[src/rtl/relay_pkg.sv]
// rtl/relay_pkg.sv - shared types for the relay computer register blocks
package relay_pkg;

  localparam int SETTLE_W = 4;

  typedef enum logic [2:0] {
    LOAD_LO   = 3'd0,
    LOAD_HI   = 3'd1,
    LOAD_ADDR = 3'd2,
    SEL       = 3'd3,
    INC       = 3'd4
  } op_e;

  typedef enum logic [1:0] {
    IDLE   = 2'd0,
    SETTLE = 2'd1,
    EXEC   = 2'd2
  } state_e;

  // Ops that write a register and therefore light the load LED.
  function automatic logic is_load_op(input logic [2:0] op);
    return (op == LOAD_LO) || (op == LOAD_HI) || (op == LOAD_ADDR) || (op == INC);
  endfunction

endpackage

[src/rtl/settle_timer.sv]
// rtl/settle_timer.sv - relay settle down-counter, expired while the count is zero
module settle_timer
  import relay_pkg::*;
#(
  parameter int W = SETTLE_W
) (
  input  logic         clk,
  input  logic         reset,
  input  logic         load,
  input  logic [W-1:0] load_val,
  input  logic         en,
  output logic         expired
);

  logic [W-1:0] cnt;

  always_ff @(posedge clk or posedge reset) begin
    if (reset) begin
      cnt <= '0;
    end else if (load) begin
      cnt <= load_val;
    end else if (en && (cnt != '0)) begin
      cnt <= cnt - W'(1);
    end
  end

  assign expired = (cnt == '0);

endmodule

[src/rtl/addr_reg_bank.sv]
// rtl/addr_reg_bank.sv - bank of address registers with relay-settle handshake
// Loads from data/address bus, self-increments, drives the address bus and mirrors LEDs.
module addr_reg_bank
  import relay_pkg::*;
#(
  parameter int DW     = 8,
  parameter int AW     = 16,
  parameter int NREGS  = 4,
  parameter int SETTLE = 2
) (
  input  logic                     clk,
  input  logic                     reset,
  input  logic                     req_valid,
  output logic                     req_ready,
  input  logic [2:0]               req_op,
  input  logic [$clog2(NREGS)-1:0] req_idx,
  input  logic [DW-1:0]            data_in,
  input  logic [AW-1:0]            addr_in,
  output logic [AW-1:0]            addr_out,
  output logic                     addr_oe,
  output logic                     done,
  output logic                     err,
  output logic [NREGS-1:0]         led_ld,
  output logic [NREGS-1:0]         led_sel
);

  localparam int IW = $clog2(NREGS);
  localparam logic [IW:0] NR = (IW + 1)'(NREGS);
  localparam logic [SETTLE_W-1:0] LOADV = (SETTLE == 0) ? '0 : SETTLE_W'(SETTLE - 1);

  if (AW != 2 * DW) begin : g_bad_aw
    $error("addr_reg_bank: AW must equal 2*DW");
  end
  if ((NREGS < 2) || (NREGS > 16)) begin : g_bad_nregs
    $error("addr_reg_bank: NREGS must be 2..16");
  end
  if ((SETTLE < 0) || (SETTLE > 15)) begin : g_bad_settle
    $error("addr_reg_bank: SETTLE must be 0..15");
  end

  state_e          st;
  logic [AW-1:0]   regs [NREGS];
  logic [2:0]      op_q;
  logic [IW-1:0]   idx_q;
  logic [DW-1:0]   data_q;
  logic [AW-1:0]   addr_q;
  logic            bad_q;

  logic            fire;
  logic            req_bad;
  logic            sel_ok;
  logic            ld_ok;
  logic            expired;
  logic [NREGS-1:0] idx_oh;

  assign fire    = req_valid && req_ready;
  assign req_bad = (req_op > 3'(INC)) || ({1'b0, req_idx} >= NR);
  assign sel_ok  = !req_bad && (req_op == SEL);
  assign ld_ok   = !req_bad && is_load_op(req_op);
  assign idx_oh  = NREGS'(1) << req_idx;

  settle_timer #(.W(SETTLE_W)) u_timer (
    .clk      (clk),
    .reset    (reset),
    .load     (fire),
    .load_val (LOADV),
    .en       (st == relay_pkg::SETTLE),
    .expired  (expired)
  );

  // Outputs are set on accept and held until the clock edge that ends EXEC.
  always_ff @(posedge clk or posedge reset) begin
    if (reset) begin
      st        <= IDLE;
      req_ready <= 1'b1;
      done      <= 1'b0;
      err       <= 1'b0;
      addr_oe   <= 1'b0;
      addr_out  <= '0;
      led_ld    <= '0;
      led_sel   <= '0;
      op_q      <= '0;
      idx_q     <= '0;
      data_q    <= '0;
      addr_q    <= '0;
      bad_q     <= 1'b0;
      for (int i = 0; i < NREGS; i++) regs[i] <= '0;
    end else begin
      done <= 1'b0;
      err  <= 1'b0;
      case (st)
        IDLE: begin
          if (fire) begin
            op_q      <= req_op;
            idx_q     <= req_idx;
            data_q    <= data_in;
            addr_q    <= addr_in;
            bad_q     <= req_bad;
            req_ready <= 1'b0;
            addr_oe   <= sel_ok;
            addr_out  <= sel_ok ? regs[req_idx] : '0;
            led_ld    <= ld_ok ? idx_oh : '0;
            led_sel   <= sel_ok ? idx_oh : '0;
            if (SETTLE == 0) begin
              st   <= EXEC;
              done <= 1'b1;
              err  <= req_bad;
            end else begin
              st <= relay_pkg::SETTLE;
            end
          end
        end
        relay_pkg::SETTLE: begin
          if (expired) begin
            st   <= EXEC;
            done <= 1'b1;
            err  <= bad_q;
          end
        end
        EXEC: begin
          if (!bad_q) begin
            case (op_q)
              3'(LOAD_LO):   regs[idx_q][DW-1:0]  <= data_q;
              3'(LOAD_HI):   regs[idx_q][AW-1:DW] <= data_q;
              3'(LOAD_ADDR): regs[idx_q]          <= addr_q;
              3'(INC):       regs[idx_q]          <= regs[idx_q] + AW'(1);
              default: ;
            endcase
          end
          st        <= IDLE;
          req_ready <= 1'b1;
          addr_oe   <= 1'b0;
          addr_out  <= '0;
          led_ld    <= '0;
          led_sel   <= '0;
        end
        default: st <= IDLE;
      endcase
    end
  end

endmodule

[config.mk]
export PLATFORM = sky130hd
export DESIGN_NAME = addr_reg_bank
export DESIGN_NICKNAME = d
export VERILOG_FILES = /design/src/rtl/relay_pkg.sv /design/src/rtl/settle_timer.sv /design/src/rtl/addr_reg_bank.sv
export SDC_FILE = /design/constraint.sdc
export NUM_CORES = 1
export LEC_CHECK = 0
export ABC_CLOCK_PERIOD_IN_PS = 10800
export CORE_MARGIN = 2
export CORE_UTILIZATION = 30
export CTS_BUF_LIST = sky130_fd_sc_hd__clkbuf_8
export CTS_CLUSTER_SIZE = 8
export DETAILED_ROUTE_END_ITERATION = 7
export HOLD_SLACK_MARGIN = 0.12
export PLACE_DENSITY = 0.46
export SLEW_MARGIN = 15
export SYNTH_ARGS = -nofsm -noshare
export SYNTH_HDL_FRONTEND = slang
export SYNTH_SLANG_ARGS = --single-unit
[constraint.sdc]
create_clock -name clk -period 10.8 [get_ports clk]
set_input_delay 2.16 -clock clk [delete_from_list [all_inputs] [get_ports clk]]
set_output_delay 2.16 -clock clk [all_outputs]
set_load 0.005 [all_outputs]
# After elaboration in Yosys (flattened, before gate mapping)
# Index checks and enable logic that the tools add are counted.
[word_totals]
regBits = 128
latch_bits = 0
mem_bits_rw = 0
romBits = 0
out_inout_bits = 28
mem_count = 0
[op_classes]
n_addsub = 2
n_mul = 0
n_div = 0
magnitude_cmp = 4
eq_ne = 11
shift = 1
n_mux = 39
bitwise_logic = 3
reduce_logical = 21
[op_table]
columns = ["operator", "n"]
rows = [
  ["bitwise mux 64 bit", 4],
  ["one-hot mux 64 bit (4 select lines)", 1],
  ["2-to-1 mux 16 bit", 8],
  ["demux 16 bit (select 2 bit)", 3],
  ["binary-select mux 16 bit (select 2 bit)", 2],
  ["one-hot mux 16 bit (2 select lines)", 1],
  ["2-to-1 mux 4 bit", 6],
  ["adder 16 x 1 -> 16 bit, second input constant", 1],
  ["one-hot mux 4 bit (2 select lines)", 2],
  ["== test 3 x 2 -> 1 bit, second input constant", 3],
  ["2-to-1 mux 8 bit", 1],
  ["nonzero test 4 bit", 2],
  ["== test 3 x 1 -> 1 bit, second input constant", 2],
  ["== test 3 bit, second input constant", 2],
  [">= comparator 3 bit, second input constant", 2],
  ["logical NOT 3 bit", 2],
  ["2-to-1 mux 1 bit", 6],
  ["inverter 2 -> 3 bit", 2],
  ["AND reduction 2 bit", 3],
  ["logical AND 1 bit", 5],
  ["logical NOT 4 bit", 1],
  ["2-to-1 mux 2 bit", 2],
  ["!= test 2 bit, second input constant", 2],
  ["one-hot mux 1 bit (2 select lines)", 2],
  ["13 further kinds", 16],
]

# Longest topological paths before layout
[logic_depth]
ltp_word = 8
mapped_depth = 10
ltp_nobuf = 7

# Hierarchy
# A second synthesis with hierarchy kept.
[unflattened]
hier_cells = 846
area_unflattened_um2 = 7973.9
[modules_own_cells]
columns = ["module", "n_inst", "cells_per_inst", "area_each_um2"]
rows = [
  ["addr_reg_bank", 1, 818, 7712.4],
  ["settle_timer", 1, 28, 261.5],
]

# Worst setup path before layout
# OpenSTA, ideal clock, no wires.
[synth_timing]
path_kind = "input to register"
startpoint = "in req_idx[0]"
endpoint = "reg addr_out[0]"
setup_ns = 0.121
arrival_time_ns = 3.409
required_ns = 10.679
path_slack_ns = 7.270
cell_stages = 3
n_path_buf = 1
cell_sequence = "buf_1 -> mux4_2 -> a22o_1"
[synth_between]
elab_chain_cells = 7
[synth_lines]
columns = ["element", "line_no", "source"]
rows = [
  ["start: declaration", "addr_reg_bank.sv:16", "input logic [$clog2(NREGS)-1:0] req_idx,"],
  ["inverter 2 -> 3 bit (implied by the code)", "addr_reg_bank.sv:101", "addr_out <= sel_ok ? regs[req_idx] : '0;"],
  ["binary-select mux 16 bit (select 2 bit)", "addr_reg_bank.sv:101", ""],
  ["2-to-1 mux 16 bit (implied by the code) (2 in a row)", "addr_reg_bank.sv:101", ""],
  ["2-to-1 mux 16 bit", "addr_reg_bank.sv:101", ""],
  ["2-to-1 mux 16 bit", "addr_reg_bank.sv:93", "if (fire) begin"],
  ["one-hot mux 16 bit (2 select lines)", "addr_reg_bank.sv:91", "case (st)"],
  ["end signal: assignment", "addr_reg_bank.sv:101", ""],
  ["end: declaration", "addr_reg_bank.sv:19", "output logic [AW-1:0] addr_out,"],
]
# No other way between the ends. The select of a mux whose other input is x is not followed.
# A chain may end at the register's enable or synchronous reset.

# Final worst setup path
[layout_timing]
startpoint = "in req_valid"
endpoint = "reg led_sel[3]"
[layout_between]
elab_chain_cells = 3
[layout_lines]
columns = ["element", "line_no", "source"]
rows = [
  ["start: declaration", "addr_reg_bank.sv:13", "input logic req_valid,"],
  ["logical AND 1 bit", "addr_reg_bank.sv:56", "assign fire = req_valid && req_ready;"],
  ["!= test 2 bit (no source line)", "-", ""],
  ["AND reduction 2 bit (no source line)", "-", ""],
  ["end signal: assignment", "addr_reg_bank.sv:103", "led_sel <= sel_ok ? idx_oh : '0;"],
  ["end: declaration", "addr_reg_bank.sv:24", "output logic [NREGS-1:0] led_sel"],
]
# No other way between the ends.

==> impl_metrics.toml <==
[logic_synthesis]
synthMuxAreaShare = 0.1106
yosys.area_share.simple = 0.1848
syn_area_mm2 = 0.007543
synth_top_area_cell = "dfrtp_1"
yosysUniqueCellTypes = 77
synth_compound_gate_area_share = 0.2191
synth-seq-cells = 128
ys_warn_count = 0
synth_top_family_by_area = "compound AO/OA/AOI/OAI gates"
syn-num-nets = 775
syn_area_per_cell_um2 = 10.18
yosys.area_share.adder = 0.005971
synth-async-reset-ratio = 1.000
synth_edf_count = 0
synth_area_leaders = "dfrtp_1 (42%), mux4_2 (7.2%), nand2_1 (6.7%)"
synthXorXnorAreaFrac = 0.01294
synthCells = 741
synth-main-ff-cell = "dfrtp_1"
ys_seq_area_frac = 0.4248
post-synth-top-area-fraction = 0.4213

[route]
finalWirelength_um = 24630
vias = 6293
drc_errors = 0
ant_nets = 0
wire_per_inst_um = 21.95
via_per_inst = 5.609
first_iter_violations = 513
first_pass_iters = 5

[critical_path]
cp-start-kind = "input pin"
reg2reg_setup_slack_ns = 7.25
critPathKind = "input pin to flip-flop"
r2r-start = "idx_q[0]"
ff2ff_path_depth = 6
cp-end-kind = "flip-flop"
required_ns = 11.20
arrival_ns = 4.44
critPathMaxFanout = 28

[sta]
setup_tns_ns = 0
hold_ws_ns = 0.4850
grt_setup_unrepaired = "no"
fmax_mhz = 247.7
setup_viol = 0
slew_violations = 0
fin_crit_ns = 4.038
worst_pin_slew_ns = 1.145
hold_viol = 0
finClkSkew_ns = 0.01748
fin_crit_sh = 0.3739
max_slew_margin = 0.2366

[final_layout]
nNetsFinal = 813
areaGrowthSynthToFinish_pct = 16.12
layout_commonest_cell = "nand2_1"
mostFrequentLayoutCells = "nand2_1 (135), dfrtp_1 (127), clkdlybuf4s50_1 (59), o21ai_0 (57), nor2_1 (39)"
diodes = 0
fill_cells = 2587
fin_util = 0.3509
drive_gt1_frac = 0.1364

[cts]
clock_latency_ns = 0.47
cts_resized = 0
cts_tree = "yes"
cts_buffers = 17
path_clk_slew_ns = 0.08
cts_hold_buf = 0
post_cts_buffers = 0
clk_path_buf_depth = 2
cts_root_buf = "clkbuf_8"
htree_levels = 4
clock_sinks = 128

[floorplan]
rows = 58
core-area_mm2 = 0.02496
die_y_um = 162.6
die_area_mm2 = 0.02643
ios = 60
start_util = 0.3022
die_w_um = 162.6

[power]
powerDensity_mw_per_mm2 = 226.9
finalPower_mw = 1.987
leakagePower_nw = 3.610
max-vdd-ir-drop_v = 0.0001021

[global_routing]
grt_max_degree = 68
antenna_found_initial = 0
grtUsageTotal = 0.1935
grt_pass1_vias = 6483
grt_first_pass_wirelength_um = 38410
grt_remaining_overflow = 0

[hold_path]
min_from = "addr_oe"
whs_endpoint = "addr_oe"
holdPathStages = 1
min_path_type = "flip-flop to flip-flop"

[flow_run]
maxCapViolCount = 0

[place]
dp_hpwl_um = 17090
portBuffers = 59
gp_congestion = 0.8404

[run_status]
outcome = "complete, no violations"
==> cells in the mapped netlist (11+ instances only) <==
cell / number
nor3_1: 19
o22ai_1: 15
inv_1: 11
a221oi_1: 19
mux4_2: 24
nand2_1: 135
clkbuf_1: 26
nor2_1: 39
dfrtp_1: 127
buf_2: 14
a22o_1: 26
a21oi_1: 28
o21ai_0: 57
==> metal layers <==
layer | track usage | vias up | routed length, um
li1 | - | 2862 | -
met1 | 0.2542 | 3208 | 10890
met2 | 0.3242 | 190 | 12140
met3 | 0.03310 | 33 | 1070
met4 | 0.06557 | 0 | 527
met5 | 0 | - | 0
==> cell type report <==
| cell class | instances | area [um^2] | share of cell area |
|---|---|---|---|
| timing repair buffer | 71 | 680.7 | 0.07770 |
| clock buffer | 18 | 247.7 | 0.02828 |
| clock inverter | 14 | 131.4 | 0.01500 |
| multi-input combinational | 550 | 4039 | 0.4611 |
| inverter | 11 | 43.79 | 0.004999 |
| sequential | 128 | 3204 | 0.3658 |
| tap | 330 | 412.9 | 0.04714 |
==> worst max path at each step <==
stage                         start                    endpoint  slack, ns  cells after the start
after floorplan               reset  asynchronous set/reset pin       5.23                      1
after global placement    req_valid                  led_sel[3]       6.32                      6
after detailed placement  req_valid                  led_sel[3]       6.26                      6
after CTS                 req_valid                  led_sel[3]       6.75                      6
after global routing      req_valid                  led_sel[3]       6.65                      6
final                     req_valid                  led_sel[3]       6.76                      6
==> power by group <==
group	switching, mW	internal, mW
sequential	0.139	0.595
combinational	0.525	0.319
clock	0.218	0.190
==> worst max-delay path, cell delays in order <==
cell and delay, ns:
clkdlybuf4s50_1 0.56, nand2_1 0.14, or3_1 0.74, nor3_2 0.29, buf_4 0.33, a32o_1 0.20
==> cells by family (layout without fill, tap and decap cells) <==
logic type               count (synthesis)  in the layout
AND/OR/NAND/NOR                        276            276
AO/OA/AOI/OAI                          221            221
flip-flops                             128            128
buffers and inverters                   63            114
multiplexers                            40             40
XOR/XNOR                                 9              9
adder cells (fa/ha/maj)                  4              4
==> per-stage QoR <==
stage,cells,cell area (um^2),worst slack [ns]
CTS,1122,8760,6.752
global placement,1090,8381,6.318
global route,1122,8760,6.647
detailed placement,1090,8381,6.263
floorplan,741,7543,5.229
finish,1122,8760,6.762
No activity file was read; power rests on OpenSTA's default activity.
==> edit, RTL diff (same flow settings) <==
Register the output `led_sel` once more, cleared by the reset; this adds one clock of latency there. The other outputs are not delayed to match.
--- a/src/rtl/addr_reg_bank.sv
+++ b/src/rtl/addr_reg_bank.sv
@@ -27,6 +27,8 @@
   localparam int IW = $clog2(NREGS);
   localparam logic [IW:0] NR = (IW + 1)'(NREGS);
   localparam logic [SETTLE_W-1:0] LOADV = (SETTLE == 0) ? '0 : SETTLE_W'(SETTLE - 1);
+
+  logic [NREGS-1:0] led_sel_s0;
 
   if (AW != 2 * DW) begin : g_bad_aw
     $error("addr_reg_bank: AW must equal 2*DW");
@@ -78,7 +80,7 @@
       addr_oe   <= 1'b0;
       addr_out  <= '0;
       led_ld    <= '0;
-      led_sel   <= '0;
+      led_sel_s0 <= '0;
       op_q      <= '0;
       idx_q     <= '0;
       data_q    <= '0;
@@ -100,7 +102,7 @@
             addr_oe   <= sel_ok;
             addr_out  <= sel_ok ? regs[req_idx] : '0;
             led_ld    <= ld_ok ? idx_oh : '0;
-            led_sel   <= sel_ok ? idx_oh : '0;
+            led_sel_s0 <= sel_ok ? idx_oh : '0;
             if (SETTLE == 0) begin
               st   <= EXEC;
               done <= 1'b1;
@@ -132,12 +134,20 @@
           addr_oe   <= 1'b0;
           addr_out  <= '0;
           led_ld    <= '0;
-          led_sel   <= '0;
+          led_sel_s0 <= '0;
         end
         default: st <= IDLE;
       endcase
     end
   end
 
+  always_ff @(posedge clk or posedge reset) begin
+    if (reset) begin
+      led_sel <= '0;
+    end else begin
+      led_sel <= led_sel_s0;
+    end
+  end
+
 endmodule
 
Behaviour: not the same (Yosys sat finds a counterexample within 4 cycles, from zero or initial values and one cycle with reset high).
==> edit against the unedited design <==
  * Combinational power up 16%
  * Synthesized cell count up 21%
  * Worst setup slack better by 0.30 ns
  * Total power up 15%
  * Via count up 20%
  * Design area up 11%
  * Utilization about the same
  * Sequential power up 13%
  * Routed wire length up 19%
  * Clock power up 15%
  * Maximum frequency up 8.1%
  * Sequential cell count up 4
  * Area after synthesis up 11%
  * Global-route usage up 1.4 points
==> edit: results (changes against the unedited design) <==
- The run finished with clean final reports.
- The arrival time reported for the critical path endpoint is 1.57 ns (-2.87 ns).
- The slowest stage of the critical path belongs to the cell sky130_fd_sc_hd__dfstp_2.
- The area taken by flip-flops and latches is 3300 um2 (+3.1%).
- Sorting the synthesized cells by how often they occur yields 131 x sky130_fd_sc_hd__dfrtp_1, 130 x sky130_fd_sc_hd__nand2_1, 75 x sky130_fd_sc_hd__o21ai_0.
- The effective utilization at floorplan came to 0.303 (+0.000515).
- The number of buffers other than clock buffers in the final layout is 78 (+9.9%).
- The final estimated routing congestion in global placement is 0.852 (+1.4%).
- The DRC violation total after the first TritonRoute iteration came to 814 (+59%).
- The clock slew at the register clock pins of the worst setup and hold paths is 0.10 ns (+0.02 ns).
- After synthesis, the cell types taking the most area are sky130_fd_sc_hd__dfrtp_1 39%, sky130_fd_sc_hd__mux4_2 7.3%, sky130_fd_sc_hd__nand2_1 5.8%, sky130_fd_sc_hd__o21ai_0 4.5%, sky130_fd_sc_hd__nor2_1 2.7%.
- The maximum number of pins on one net before global-route repair came to 82 (+21%).
- The placed standard-cell area was 9250 um2 (+10%).
- The internal power summed over all cells is 0.00120 W (+8.7%).
- The worst reg2reg path startpoint is idx_q[1]$_DFFE_PP0P_.
- The maximum fanout along the worst path is 6 (-79%).
- The number of fill cells in the layout came to 2892 (+12%).
- The sequential-to-total area share from yosys stat is 0.395 (-0.0297).
- The number of nets in the layout is 952 (+17%).
- In this run the worst setup path begins at req_ready$_DFFE_PP1P_.
- The post-synthesis average cell area is 9.30 um2 (-8.6%).
- The clock tree cell share of total cell area is 0.0434 (+0.000142).
- The non-clock buffer contribution to total cell area is 0.0760 (-0.00171).
- The max-slew headroom at the worst pin is 0.251 (+0.0146).
- The detailed-route via count is 7546 (+20%).
- The fraction of final layout cells sized beyond drive strength 1 is 0.111 (-0.0257).
- The number of multi-input combinational cells is 679 (+23%).
- The final setup skew is 0.0180 ns (+0.000525 ns).
- The wire length after detailed routing is 29400 um (+19%).
- The setup slack at placement was 6.21 ns (-0.0507 ns).
- The post-placement cell count is 1276 (+17%).
- The post-detailed-route via-to-cell ratio was 5.76 (+2.8%).
- The global-route wire length before repair is 45400 um (+18%).
edit: worst paths after layout:
kind	to	slack [ns]	depth (start not counted)
max in group asynchronous	addr_out[12]$_DFFE_PP0P_	7.38	3
setup / recovery	req_ready	7.07	1
setup reg to reg	register	7.54	5
hold / removal	led_sel[3]$_DFF_PP0_	0.39	0
min in group asynchronous	done$_DFF_PP0_	2.19	2
hold reg to reg	led_sel[3]$_DFF_PP0_	0.39	0
edit: cell families (layout without fill, tap and decap cells):
kind of cell,Yosys count,in the layout,synth area share
flops,132,132,0.395
xor+xnor,15,15,0.0157
mux,55,55,0.116
compound gates,248,248,0.199
buf+inv,88,120,0.0456
simple gates,357,357,0.224
fa+ha+maj,4,4,0.00539
edit: metal layers:
layer	share of wire	track usage	wire length [um]	up-vias
li1	-	-	-	3430
met1	0.48	0.307	14100	3811
met2	0.45	0.311	13200	277
met3	0.060	0.0442	1760	28
met4	0.014	0.0442	406	0
met5	0	0	0	-
